<file path="src/rtl/switch_confirm_ctrl.sv">
// rtl/switch_confirm_ctrl.sv - debounced confirm button, sticky clear-on-read flag and switch capture
// Optional feature macro: SWITCH_SNAPSHOT_EN (switchOut held from a per-press snapshot register).
module switch_confirm_ctrl #(
    parameter int DEBOUNCE_CYCLES = 1000000,
    parameter int CNT_W           = 20
) (
    input  logic        clk,
    input  logic        rst,
    input  logic        btnRaw,
    input  logic [15:0] switchRaw,
    input  logic        ioRead,
    input  logic        switchCtrl,
    input  logic [31:0] address,
    output logic        confirmation,
    output logic        confirmPulse,
    output logic [15:0] switchOut,
    output logic [7:0]  pressCount,
    output logic        busy
);

    typedef enum logic [1:0] {
        S_IDLE,
        S_PRESS_DB,
        S_HELD,
        S_REL_DB
    } state_t;

    localparam logic [CNT_W-1:0] CNT_LAST = CNT_W'(DEBOUNCE_CYCLES - 1);

    state_t           state;
    logic [CNT_W-1:0] cnt;
    logic             btn_meta;
    logic             btn_s;
    logic [15:0]      sw_meta;
    logic [15:0]      sw_s;
    logic             accept;
    logic             rd_clear;

    always_ff @(posedge clk) begin
        if (rst) begin
            btn_meta <= 1'b0;
            btn_s    <= 1'b0;
            sw_meta  <= 16'h0000;
            sw_s     <= 16'h0000;
        end else begin
            btn_meta <= btnRaw;
            btn_s    <= btn_meta;
            sw_meta  <= switchRaw;
            sw_s     <= sw_meta;
        end
    end

    assign accept   = (state == S_PRESS_DB) && btn_s && (cnt == CNT_LAST);
    assign rd_clear = ioRead && switchCtrl && (address == 32'hffff_ff00);

`ifdef SWITCH_SNAPSHOT_EN
    logic [15:0] snapshot;

    always_ff @(posedge clk) begin
        if (rst) begin
            snapshot <= 16'h0000;
        end else if (accept) begin
            snapshot <= sw_s;
        end
    end

    assign switchOut = snapshot;
`else
    assign switchOut = sw_s;
`endif

    always_ff @(posedge clk) begin
        if (rst) begin
            state        <= S_IDLE;
            cnt          <= '0;
            busy         <= 1'b0;
            confirmation <= 1'b0;
            confirmPulse <= 1'b0;
            pressCount   <= 8'h00;
        end else begin
            confirmPulse <= 1'b0;
            case (state)
                S_IDLE: begin
                    if (btn_s) begin
                        state <= S_PRESS_DB;
                        cnt   <= '0;
                        busy  <= 1'b1;
                    end
                end
                S_PRESS_DB: begin
                    if (!btn_s) begin
                        state <= S_IDLE;
                        cnt   <= '0;
                        busy  <= 1'b0;
                    end else if (cnt == CNT_LAST) begin
                        state <= S_HELD;
                        cnt   <= '0;
                    end else begin
                        cnt <= cnt + CNT_W'(1);
                    end
                end
                S_HELD: begin
                    if (!btn_s) begin
                        state <= S_REL_DB;
                        cnt   <= '0;
                    end
                end
                default: begin
                    // A bounce back to 1 during release returns to HELD, so one press yields one event
                    if (btn_s) begin
                        state <= S_HELD;
                        cnt   <= '0;
                    end else if (cnt == CNT_LAST) begin
                        state <= S_IDLE;
                        cnt   <= '0;
                        busy  <= 1'b0;
                    end else begin
                        cnt <= cnt + CNT_W'(1);
                    end
                end
            endcase

            // Set has priority over clear-on-read so a press landing on the read edge is not lost
            if (accept) begin
                confirmPulse <= 1'b1;
                confirmation <= 1'b1;
                pressCount   <= pressCount + 8'h01;
            end else if (rd_clear) begin
                confirmation <= 1'b0;
            end
        end
    end

endmodule

</file>
<file path="config.mk">
export PLATFORM = sky130hd
export DESIGN_NAME = switch_confirm_ctrl
export DESIGN_NICKNAME = d
export VERILOG_FILES = /design/src/rtl/switch_confirm_ctrl.sv
export SDC_FILE = /design/constraint.sdc
export NUM_CORES = 1
export LEC_CHECK = 0
export CORE_MARGIN = 5
export CORE_UTILIZATION = 62
export DETAILED_ROUTE_END_ITERATION = 6
export DONT_BUFFER_PORTS = 1
export MAX_ROUTING_LAYER = met4
export PLACE_DENSITY_LB_ADDON = 0.05
export SLEW_MARGIN = 10
export SYNTH_ARGS = -nofsm -noshare
export SYNTH_HDL_FRONTEND = slang
export SYNTH_SLANG_ARGS = --single-unit
</file>
<file path="constraint.sdc">
create_clock -name clk -period 2.5 [get_ports clk]
set_clock_uncertainty 0.1 [all_clocks]
set_input_delay 0.25 -clock clk [delete_from_list [all_inputs] [get_ports clk]]
set_output_delay 0.25 -clock clk [all_outputs]
set_load 0.01 [all_outputs]
</file>
* After elaboration in Yosys (flattened, before gate mapping)
Index checks and enable logic that the tools add are counted. Widths: inputs -> output; s select.
Operators by class: multiplexer cells 21, eq/ne operators 9, bitwise operators 1, reduce and logical (&&, ||, !) cells 11, $add $sub $neg 2
Operator list (number):
- $mux 20 | 5
- $pmux 20 s3 | 1
- $eq 32x32->1 const B | 1
- $add 20x1->20 const B | 1
- $eq 20x20->1 const B | 1
- $mux 2 | 6
- $add 8x1->8 const B | 1
- $mux 1 | 7
- $ne 2x2->1 const B | 3
- $pmux 2 s3 | 1
- $reduce_and 5->1 | 1
- $logic_and 1x1->1 | 4
- $reduce_and 4->1 | 1
- $reduce_bool 4->1 | 1
- $ne 3x2->1 const B | 1
- $pmux 1 s3 | 1
- $reduce_bool 3->1 | 1
- $eq 2x1->1 const B | 1
- $eq 2x2->1 const B | 1
- $logic_not 2->1 | 1
- $ne 2x1->1 const B | 1
- $reduce_and 2->1 | 1
- $reduce_bool 2->1 | 1
- $not 1->1 | 1
Storage, ports and cells: output and inout bits 27, input bits 53, bits in registers 67, word-level logic and storage cells 54

* Logic depth before layout (Yosys ltp)
Gate-level depths: netlist (run 1).
depth after elaboration 4, mapped depth 6, gate-level depth less buffers 5

* Worst setup path before layout (run 1)
OpenSTA, ideal clock, no wires.
path type register -> register, start point register cnt[9], end point register pressCount[5], stages on the path, launching flop included 5, library setup time 0.121 ns, path slack 0.699 ns, arrival time 1.581 ns, data required time 2.279 ns, cell sequence dfxtp_1 nor4b_1 nand4_2 nor4_1 mux2_2
On the way: longest elaborated chain between the ends 2
RTL lines:
- from (decl) | RTL line 31 | logic [CNT_W-1:0] cnt;
- from (signal assigned) | RTL line 99 | cnt <= cnt + CNT_W'(1);
- from (signal assigned) | RTL line 118 | cnt <= cnt + CNT_W'(1);
- $eq 20x20->1 | RTL line 53 | assign accept = (state == S_PRESS_DB) && btn_s && (cnt == CNT_LAST);
- $logic_and 1x1->1 | RTL line 53
- to (signal assigned) | RTL line 127 | pressCount <= pressCount + 8'h01;
- to (decl) | RTL line 17 | output logic [7:0] pressCount,
No other way between the ends. A chain may end at the register's enable or synchronous reset.

* Worst setup path after layout (run 1)
start point register cnt[0], end point register pressCount[4]
The elaborated chain is that of the path after synthesis.

==> results.py, run 1 <==
metrics = {
    "status": {
        "status": "finished, final reports clean",
    },
    "worst_setup_path": {
        "worstSetupStartpoint": "cnt[0]$_SDFFE_PP0P_",
        "reg2reg_depth": 5,
        "path_buf_inv": 0,
        "slowest_delay_ns": 0.52,
        "required_ns": 2.59,
        "slowest_stage": "o311ai_0",
        "regToRegStartpoint": "cnt[0]$_SDFFE_PP0P_",
        "cp.depth": 5,
        "crit_chain": "ha_1 > nand4_1 > nand2b_1 > o311ai_0 > o41ai_1",
        "crit_family": "simple AND/OR/NAND/NOR gates",
        "r2r_end": "pressCount[4]$_SDFFE_PP0P_",
        "worstSetupStartpointType": "flip-flop",
        "end_kind": "flip-flop",
        "r2r_slack_ns": 0.30,
        "endpoint": "pressCount[4]$_SDFFE_PP0P_",
        "cp_max_fo": 16,
        "cp_data_arrival_time_ns": 2.29,
        "critPathKind": "flip-flop to flip-flop",
    },
    "route": {
        "drtIter0Drc": 106,
        "wl_per_cell_um": 15.9,
        "drc": 0,
        "vias": 2149,
        "ant_nets": 0,
        "wl_um": 5600,
        "firstDrtPassIters": 4,
        "vias_per_cell": 6.09,
    },
    "power": {
        "swShare": 0.222,
        "power_switching_uw": 444,
        "p_int_mw": 1.55,
        "power-per-cell-area_nw_per_um2": 637,
        "totalPowerFinal_mw": 2.00,
        "power.leakage_nw": 1.08,
        "seqPwrFrac": 0.557,
        "pwr-share-comb": 0.043,
        "vdd_drop_max_mv": 0.526,
        "clockPowerShare": 0.400,
    },
    "placed_design": {
        "place.gp.congestion": 0.795,
        "dpl_cell_area_um2": 2770,
        "dp.cells": 320,
        "io_buffers": 0,
        "dp_hpwl_um": 3610,
    },
    "logic_synthesis": {
        "ys_seq_area_frac": 0.492,
        "synth-seq-cells": 67,
        "postSynthAreaPerCell_um2": 9.84,
        "async_flop_share": 0,
        "ys.flop_type": "dfxtp_1",
        "synth_edf_count": 0,
        "synth_nets": 332,
        "netlist_area_um2": 2730,
        "syn_inst": 277,
        "yosys_warnings": 0,
        "ys_types": 47,
    },
    "finish": {
        "antenna_cells": 0,
        "final_area_um2": 3140,
        "drive_gt1_frac": 0.110,
        "final_cell_mix": "67 x dfxtp_1, 36 x nor2b_1, 17 x dlygate4sd3_1",
        "final_common_cell": "dfxtp_1",
        "area_growth_pct": 15.1,
        "final_cells": 353,
        "nNetsFinal": 352,
        "nFillCells": 315,
    },
    "die": {
        "dieArea_um2": 5820,
        "die_h_um": 76.3,
        "core-area_um2": 4290,
        "initial_core_util": 0.635,
        "dieWidth_um": 76.3,
        "design.portCount": 80,
        "row_count": 24,
    },
    "sta": {
        "timing.final.crit_share": 0.878,
        "whs_ns": 0.0123,
        "clock.fmax_mhz": 455,
        "rsz0062_at_grt": "no",
        "period_needed_ns": 2.20,
        "tns_ns": 0,
        "worstMarginPinSlew_ns": 0.545,
        "finalHoldViolations": 0,
        "drv_slew": 0,
        "slew_headroom": 0.637,
        "finalSetupViolCount": 0,
    },
    "cts": {
        "cts.sinks": 67,
        "clkTransAtPathRegs_ns": 0.07,
        "clk_latency_ns": 0.33,
        "postCtsSetupBuffers": 0,
        "h-tree-depth": 3,
        "clk_path_buf_depth": 2,
        "cts_resized": 0,
        "numCtsBuffers": 9,
        "hold_buffers": 18,
        "cts_root_buf": "clkbuf_8",
        "cts_tree": "yes",
    },
    "global_route": {
        "grt.total_usage": 0.208,
        "grt_max_degree": 41,
        "antenna_found_initial": 0,
        "grt_pass1_wl_um": 9760,
        "grt_pass1_vias": 2043,
        "overflow": 0,
    },
    "hold_path": {
        "hold_class": "primary input to flip-flop",
        "hp-start": "rst",
    },
    "run": {
        "max_cap_viol_count": 0,
    },
}
-- state kept, by name (all words and copies together) (netlist names) --
name / count
cnt: 20
sw_meta: 16
switchOut: 16
pressCount: 8
state: 2
btn_meta: 1
btn_s: 1
busy: 1
confirmPulse: 1
confirmation: 1
-- routing by layer --
layer | track usage | vias to the layer above | wire [um]
met2 | 0.325 | 47 | 2870
met5 | - | - | 0
met4 | 0.0839 | 0 | 87
li1 | - | 1068 | -
met1 | 0.254 | 1025 | 2370
met3 | 0.0544 | 9 | 263
-- area by class of cell --
| cell class | count | area (um2) | area share |
|---|---|---|---|
| tap | 52 | 65.1 | 0.0208 |
| sequential | 67 | 1340 | 0.428 |
| multi-input combinational | 189 | 1300 | 0.413 |
| inverter | 7 | 26.3 | 0.00838 |
| clock buffer | 12 | 155 | 0.0495 |
| timing repair buffer | 23 | 228 | 0.0726 |
| clock inverter | 3 | 23.8 | 0.00758 |
-- cell families (layout without fill, tap and decap cells) --
| logic type | count (synthesis) | after routing | share of synthesized area |
|---|---|---|---|
| AOI/OAI and AO/OA | 60 | 60 | 0.158 |
| xor gates and xnor gates | 10 | 10 | 0.0349 |
| adders and majority gates | 2 | 2 | 0.00918 |
| buffers and inverters | 21 | 45 | 0.0321 |
| DFF | 67 | 67 | 0.492 |
| muxes | 4 | 4 | 0.0156 |
| and+or+nand+nor | 113 | 113 | 0.258 |
-- synth_stat cells, types with 5 or more instances --
master / count / area (um2)
inv_1: 6 / 22.5
nand3_1: 8 / 40.0
o41ai_1: 5 / 43.8
or4_1: 6 / 45.0
a21oi_1: 12 / 60.1
nor3_1: 6 / 30.0
clkbuf_1: 11 / 41.3
xor2_1: 8 / 70.1
nor2_1: 5 / 18.8
o21ai_0: 10 / 50.1
nand4_1: 10 / 62.6
nor2b_1: 36 / 225
or3_1: 7 / 43.8
nand2_1: 9 / 33.8
o31ai_1: 5 / 37.5
dfxtp_1: 67 / 1340
a22oi_1: 8 / 60.1
-- metrics by stage --
stage               worst slack (ns)  utilization
detailed placement             0.346        0.644
finish                         0.304        0.730
floorplan                      0.699            -
CTS                            0.344        0.730
global placement               0.410        0.644
global route                  0.0774        0.730
-- worst reg2reg max path, cell delays in order (launching register included) --
cell      delay, ns
dfxtp_1        0.37
ha_1           0.22
nand4_1        0.22
nand2b_1       0.46
o311ai_0       0.52
o41ai_1        0.16
-- worst min-delay path by stage --
stage                                            end  slack (ns)  cells after the start
final                     pressCount[4]$_SDFFE_PP0P_        0.01                      2
after global routing      pressCount[4]$_SDFFE_PP0P_       0.005                      2
after CTS                 pressCount[4]$_SDFFE_PP0P_      0.0009                      2
after detailed placement       sw_meta[0]$_SDFF_PP0_        0.23                      1
after global placement              btn_s$_SDFF_PP0_        0.23                      1
after floorplan                  btn_meta$_SDFF_PP0_        0.28                      1
-- power groups by stage --
stage	logic, mW	registers [mW]	clock network, mW
3_5_place_dp	0.0524	1.14	0
5_1_grt	0.0957	1.11	0.887
6_report	0.0858	1.11	0.800
4_1_cts	0.0851	1.11	0.815
2_1_floorplan	0.0503	1.13	0
3_3_place_gp	0.0513	1.13	0
No activity file was read; power rests on OpenSTA's default activity.
==> run 2: changes to the inputs <==
Settings changed: CELL_PAD_IN_SITES_DETAIL_PLACEMENT set to 0, CELL_PAD_IN_SITES_GLOBAL_PLACEMENT set to 1, CORE_ASPECT_RATIO set to 1.75, CORE_MARGIN 5 to unset, CORE_UTILIZATION 62 to 46.
==> results.py, run 2 (synthesized netlist as in run 1, its figures left out) <==
metrics = {
    "global_route": {
        "grt.total_usage": 0.219,
        "grt_pass1_vias": 2139,
        "grt_pass1_wl_um": 9830,
        "grt_max_degree": 42,
        "overflow": 0,
        "antenna_found_initial": 0,
    },
    "finish": {
        "final_cells": 380,
        "largest_register": "cnt",
        "largest_reg_flops": 20,
        "final_cell_mix": "67 x dfxtp_1, 36 x nor2b_1, 17 x dlygate4sd3_1",
        "antenna_cells": 0,
        "nNetsFinal": 354,
        "area_growth_pct": 17.7,
        "drive_gt1_frac": 0.122,
        "final_area_um2": 3210,
        "final_common_cell": "dfxtp_1",
    },
    "worst_setup_path": {
        "crit_chain": "ha_1 > nand4_1 > nand2b_1 > nor4_1 > mux2_2",
        "cp_data_arrival_time_ns": 2.37,
        "worstSetupStartpointType": "flip-flop",
        "crit_family": "simple AND/OR/NAND/NOR gates",
        "slowest_stage": "nand2b_1",
        "required_ns": 2.64,
        "end_kind": "flip-flop",
        "path_buf_inv": 0,
        "cp_max_fo": 16,
        "slowest_delay_ns": 0.45,
        "critPathKind": "flip-flop to flip-flop",
    },
    "cts": {
        "hold_buffers": 18,
        "clk_latency_ns": 0.35,
        "clk_path_buf_depth": 2,
        "cts.sinks": 67,
        "clkTransAtPathRegs_ns": 0.08,
        "h-tree-depth": 3,
        "cts_resized": 0,
        "cts_root_buf": "clkbuf_8",
        "numCtsBuffers": 9,
        "cts_tree": "yes",
        "postCtsSetupBuffers": 0,
    },
    "sta": {
        "timing.final.crit_share": 0.890,
        "finalSetupViolCount": 0,
        "rsz0062_at_grt": "no",
        "clock.fmax_mhz": 449,
        "worstMarginPinSlew_ns": 0.617,
        "tns_ns": 0,
        "drv_slew": 0,
        "period_needed_ns": 2.23,
        "finalHoldViolations": 0,
        "slew_headroom": 0.588,
    },
    "route": {
        "ant_nets": 0,
        "route.met2.wl_um": 3220,
        "wl_met3_um": 261,
        "wl_met1_um": 2350,
        "vias_per_cell": 5.72,
        "wl_per_cell_um": 15.8,
        "firstDrtPassIters": 4,
        "drtIter0Drc": 88,
        "routed.top_layer": "met4",
        "drc": 0,
        "vias": 2173,
        "wl_um": 6000,
    },
    "die": {
        "design.portCount": 80,
        "die_h_um": 104,
        "dieArea_um2": 6250,
        "core-area_um2": 5630,
        "initial_core_util": 0.484,
        "row_count": 36,
        "dieWidth_um": 60.2,
    },
    "run": {
        "max_cap_viol_count": 0,
    },
    "placed_design": {
        "dp_hpwl_um": 3980,
        "place.gp.congestion": 0.735,
        "dpl_cell_area_um2": 2810,
        "io_buffers": 0,
        "dp.cells": 346,
    },
    "power": {
        "power-per-cell-area_nw_per_um2": 664,
        "vdd_drop_max_mv": 0.419,
        "power.leakage_nw": 1.11,
    },
    "status": {
        "status": "finished, final reports clean",
    },
    "hold_path": {
        "hold_class": "primary input to flip-flop",
    },
}
-- run 2: cell types whose count changed in the layout (fill, tap and decap cells not counted) --
| cell | before | now |
|---|---|---|
| inv_6 | 0 | 4 |
| buf_4 | 5 | 7 |
| clkbuf_8 | 11 | 9 |
| bufinv_16 | 0 | 1 |
| clkbuf_1 | 1 | 0 |
| clkinvlp_4 | 2 | 1 |
-- run 2: per-stage QoR --
stage                     power (mW)  utilization  worst slack, ns  hold slack [ns]
after global placement          1.19        0.499            0.363            0.223
after CTS                       2.16        0.570            0.275          0.00988
after detailed placement        1.19        0.499            0.298            0.226
after global routing            2.22        0.570           0.0501           0.0254
after floorplan                 1.18            -            0.699            0.278
final                           2.13        0.570            0.274           0.0266
-- run 2: final timing paths --
| path | startpoint | to | slack (ns) | depth (start not counted) |
|---|---|---|---|---|
| worst min-delay path | rst | pressCount[2]$_SDFFE_PP0P_ | 0.03 | 2 |
| worst max register to register | cnt[0]$_SDFFE_PP0P_ | pressCount[5]$_SDFFE_PP0P_ | 0.27 | 5 |
| worst max-delay path | cnt[0]$_SDFFE_PP0P_ | pressCount[5]$_SDFFE_PP0P_ | 0.27 | 5 |
| worst min register to register | sw_meta[11]$_SDFF_PP0_ | switchOut[11]$_SDFF_PP0_ | 0.34 | 1 |
-- run 2: final cells by class --
cell class | count | area [um2]
fill | 517 | 2420
sequential | 67 | 1340
multi-input combinational | 189 | 1300
timing repair buffer | 25 | 243
clock buffer | 9 | 124
tap | 76 | 95.1
clock inverter | 7 | 81.3
inverter | 7 | 26.3
-- run 2: power by group --
group / leakage, nW / internal [mW] / switching, mW
clock: 0.101 / 0.476 / 0.459
sequential: 0.547 / 1.09 / 0.0166
combinational: 0.463 / 0.0463 / 0.0388
total: 1.11 / 1.62 / 0.514
-- run 2: worst register-to-register path, delay by kind of cell, from the launching register on --
kind                       cells  cell delay [ns]
muxes                          1             0.37
and+or+nand+nor                3             1.04
DFF                            1             0.38
adders and majority gates      1             0.23
-- run 2: layer usage --
layer,global-route usage,up-vias
li1,-,1076
met1,0.211,1013
met2,0.374,70
met3,0.0574,14
met4,0.123,0
met5,-,-
==> run 3: changes to the inputs <==
Settings changed: CAP_MARGIN set to 20, CELL_PAD_IN_SITES_DETAIL_PLACEMENT 0 to unset, CELL_PAD_IN_SITES_GLOBAL_PLACEMENT 1 to unset, CORE_UTILIZATION 46 to 62.
==> results.py, run 3 (synthesized netlist as in run 1, its figures left out) <==
metrics = {
    "status": {
        "status": "finished, final reports clean",
    },
    "route": {
        "ant_nets": 0,
        "wl_um": 5960,
        "vias": 2209,
        "vias_per_cell": 6.29,
        "drc": 0,
        "drtIter0Drc": 74,
        "firstDrtPassIters": 5,
        "wl_per_cell_um": 17.0,
    },
    "sta": {
        "clock.fmax_mhz": 506,
        "worstMarginPinSlew_ns": 0.556,
        "finalHoldViolations": 0,
        "tns_ns": 0,
        "timing.final.crit_share": 0.791,
        "period_needed_ns": 1.98,
        "rsz0062_at_grt": "no",
        "drv_slew": 0,
        "slew_headroom": 0.629,
        "finalSetupViolCount": 0,
    },
    "cts": {
        "cts.sinks": 67,
        "clk_latency_ns": 0.34,
        "clkTransAtPathRegs_ns": 0.08,
        "cts_resized": 0,
        "clk_path_buf_depth": 2,
        "cts_root_buf": "clkbuf_8",
        "h-tree-depth": 3,
        "numCtsBuffers": 9,
        "cts_tree": "yes",
    },
    "finish": {
        "nNetsFinal": 352,
        "largest_reg_flops": 20,
        "nFillCells": 300,
        "final_cells": 351,
        "drive_gt1_frac": 0.116,
        "largest_register": "cnt",
        "final_common_cell": "dfxtp_1",
        "antenna_cells": 0,
        "area_growth_pct": 16.0,
        "final_cell_mix": "67 x dfxtp_1, 36 x nor2b_1, 17 x dlygate4sd3_1",
    },
    "hold_path": {
        "hold_depth": 2,
        "hp-start": "address[12]",
        "hold_class": "primary input to flip-flop",
        "hold_end": "confirmation$_SDFFE_PP0P_",
    },
    "die": {
        "design.portCount": 80,
        "core-area_um2": 4190,
        "initial_core_util": 0.651,
        "dieArea_um2": 4670,
        "row_count": 31,
        "die_h_um": 89.7,
        "dieWidth_um": 52.1,
    },
    "worst_setup_path": {
        "r2r_slack_ns": 0.52,
        "critPathKind": "flip-flop to flip-flop",
        "reg2reg_depth": 5,
        "required_ns": 2.62,
        "end_kind": "flip-flop",
        "cp_max_fo": 12,
        "regToRegStartpoint": "cnt[9]$_SDFFE_PP0P_",
        "r2r_end": "pressCount[6]$_SDFFE_PP0P_",
        "cp_data_arrival_time_ns": 2.10,
        "worstSetupStartpointType": "flip-flop",
    },
    "placed_design": {
        "place.gp.congestion": 0.842,
        "dp.cells": 317,
        "io_buffers": 0,
        "dp_hpwl_um": 3860,
    },
    "global_route": {
        "grt_max_degree": 42,
        "grt_pass1_vias": 2103,
        "grt.total_usage": 0.287,
        "overflow": 0,
        "use_met1": 0.327,
        "use_met3": 0.0846,
        "grt_pass1_wl_um": 9580,
        "use_met2": 0.440,
        "antenna_found_initial": 0,
        "grt.busiest_layer": "met2",
    },
    "power": {
        "power-per-cell-area_nw_per_um2": 674,
        "vdd_drop_max_mv": 0.699,
        "power.leakage_nw": 1.10,
    },
    "run": {
        "max_cap_viol_count": 0,
    },
}
[run 3: cell types whose count changed in the layout (fill, tap and decap cells not counted), sizes merged]
| cell | change |
|---|---|
| buf | -2 |
[run 3: layout make-up]
cell class                 count  area (um2)  share of cell area
timing repair buffer          23         228              0.0721
clock inverter                 7        83.8              0.0265
multi-input combinational    189        1300               0.410
clock buffer                   9         124              0.0392
inverter                       7        26.3             0.00831
sequential                    67        1340               0.424
tap                           49        61.3              0.0194
[run 3: worst max-delay path by stage]
stage	slack, ns	cells past startpoint	endpoint	startpoint
floorplan	0.70	4	pressCount[5]$_SDFFE_PP0P_	cnt[9]$_SDFFE_PP0P_
global placement	0.61	4	cnt[17]$_SDFFE_PP0P_	btn_s$_SDFF_PP0_
detailed placement	0.55	6	pressCount[3]$_SDFFE_PP0P_	cnt[0]$_SDFFE_PP0P_
CTS	0.50	4	pressCount[5]$_SDFFE_PP0P_	cnt[9]$_SDFFE_PP0P_
global route	0.37	5	pressCount[6]$_SDFFE_PP0P_	cnt[9]$_SDFFE_PP0P_
finish	0.52	5	pressCount[6]$_SDFFE_PP0P_	cnt[9]$_SDFFE_PP0P_
[run 3: where the power goes]
part           switching (mW)  internal (mW)
clock                   0.456          0.479
combinational          0.0377         0.0457
sequential             0.0180           1.09
total                   0.512           1.62
[run 3: per-layer routing]
metal	part of all wire	vias up
met5	0	-
met4	0.017	0
met3	0.048	10
met2	0.51	64
met1	0.42	1061
li1	-	1074
[run 3: critical path: stages, from the launching register on]
cell	delay, ns
dfxtp_1	0.44
nor4b_1	0.31
nand4_2	0.26
buf_4	0.24
o311ai_0	0.37
o41ai_1	0.13
[run 3: timing repair]
action / 4_1_cts / 5_1_grt
hold endpoints to repair: 41 / 0
setup buffers: 0 / 0
hold buffers: 18 / 0
[run 3: metrics by stage]
stage / util / hold slack (ns) / total power, mW / worst slack, ns / area (um2)
finish: 0.754 / 0.0356 / 2.13 / 0.522 / 3160
global placement: 0.659 / 0.224 / 1.19 / 0.607 / 2760
CTS: 0.754 / 0.0253 / 2.15 / 0.500 / 3160
global route: 0.754 / 0.0362 / 2.21 / 0.368 / 3160
floorplan: - / 0.278 / 1.18 / 0.699 / 2730
detailed placement: 0.659 / 0.225 / 1.19 / 0.550 / 2760
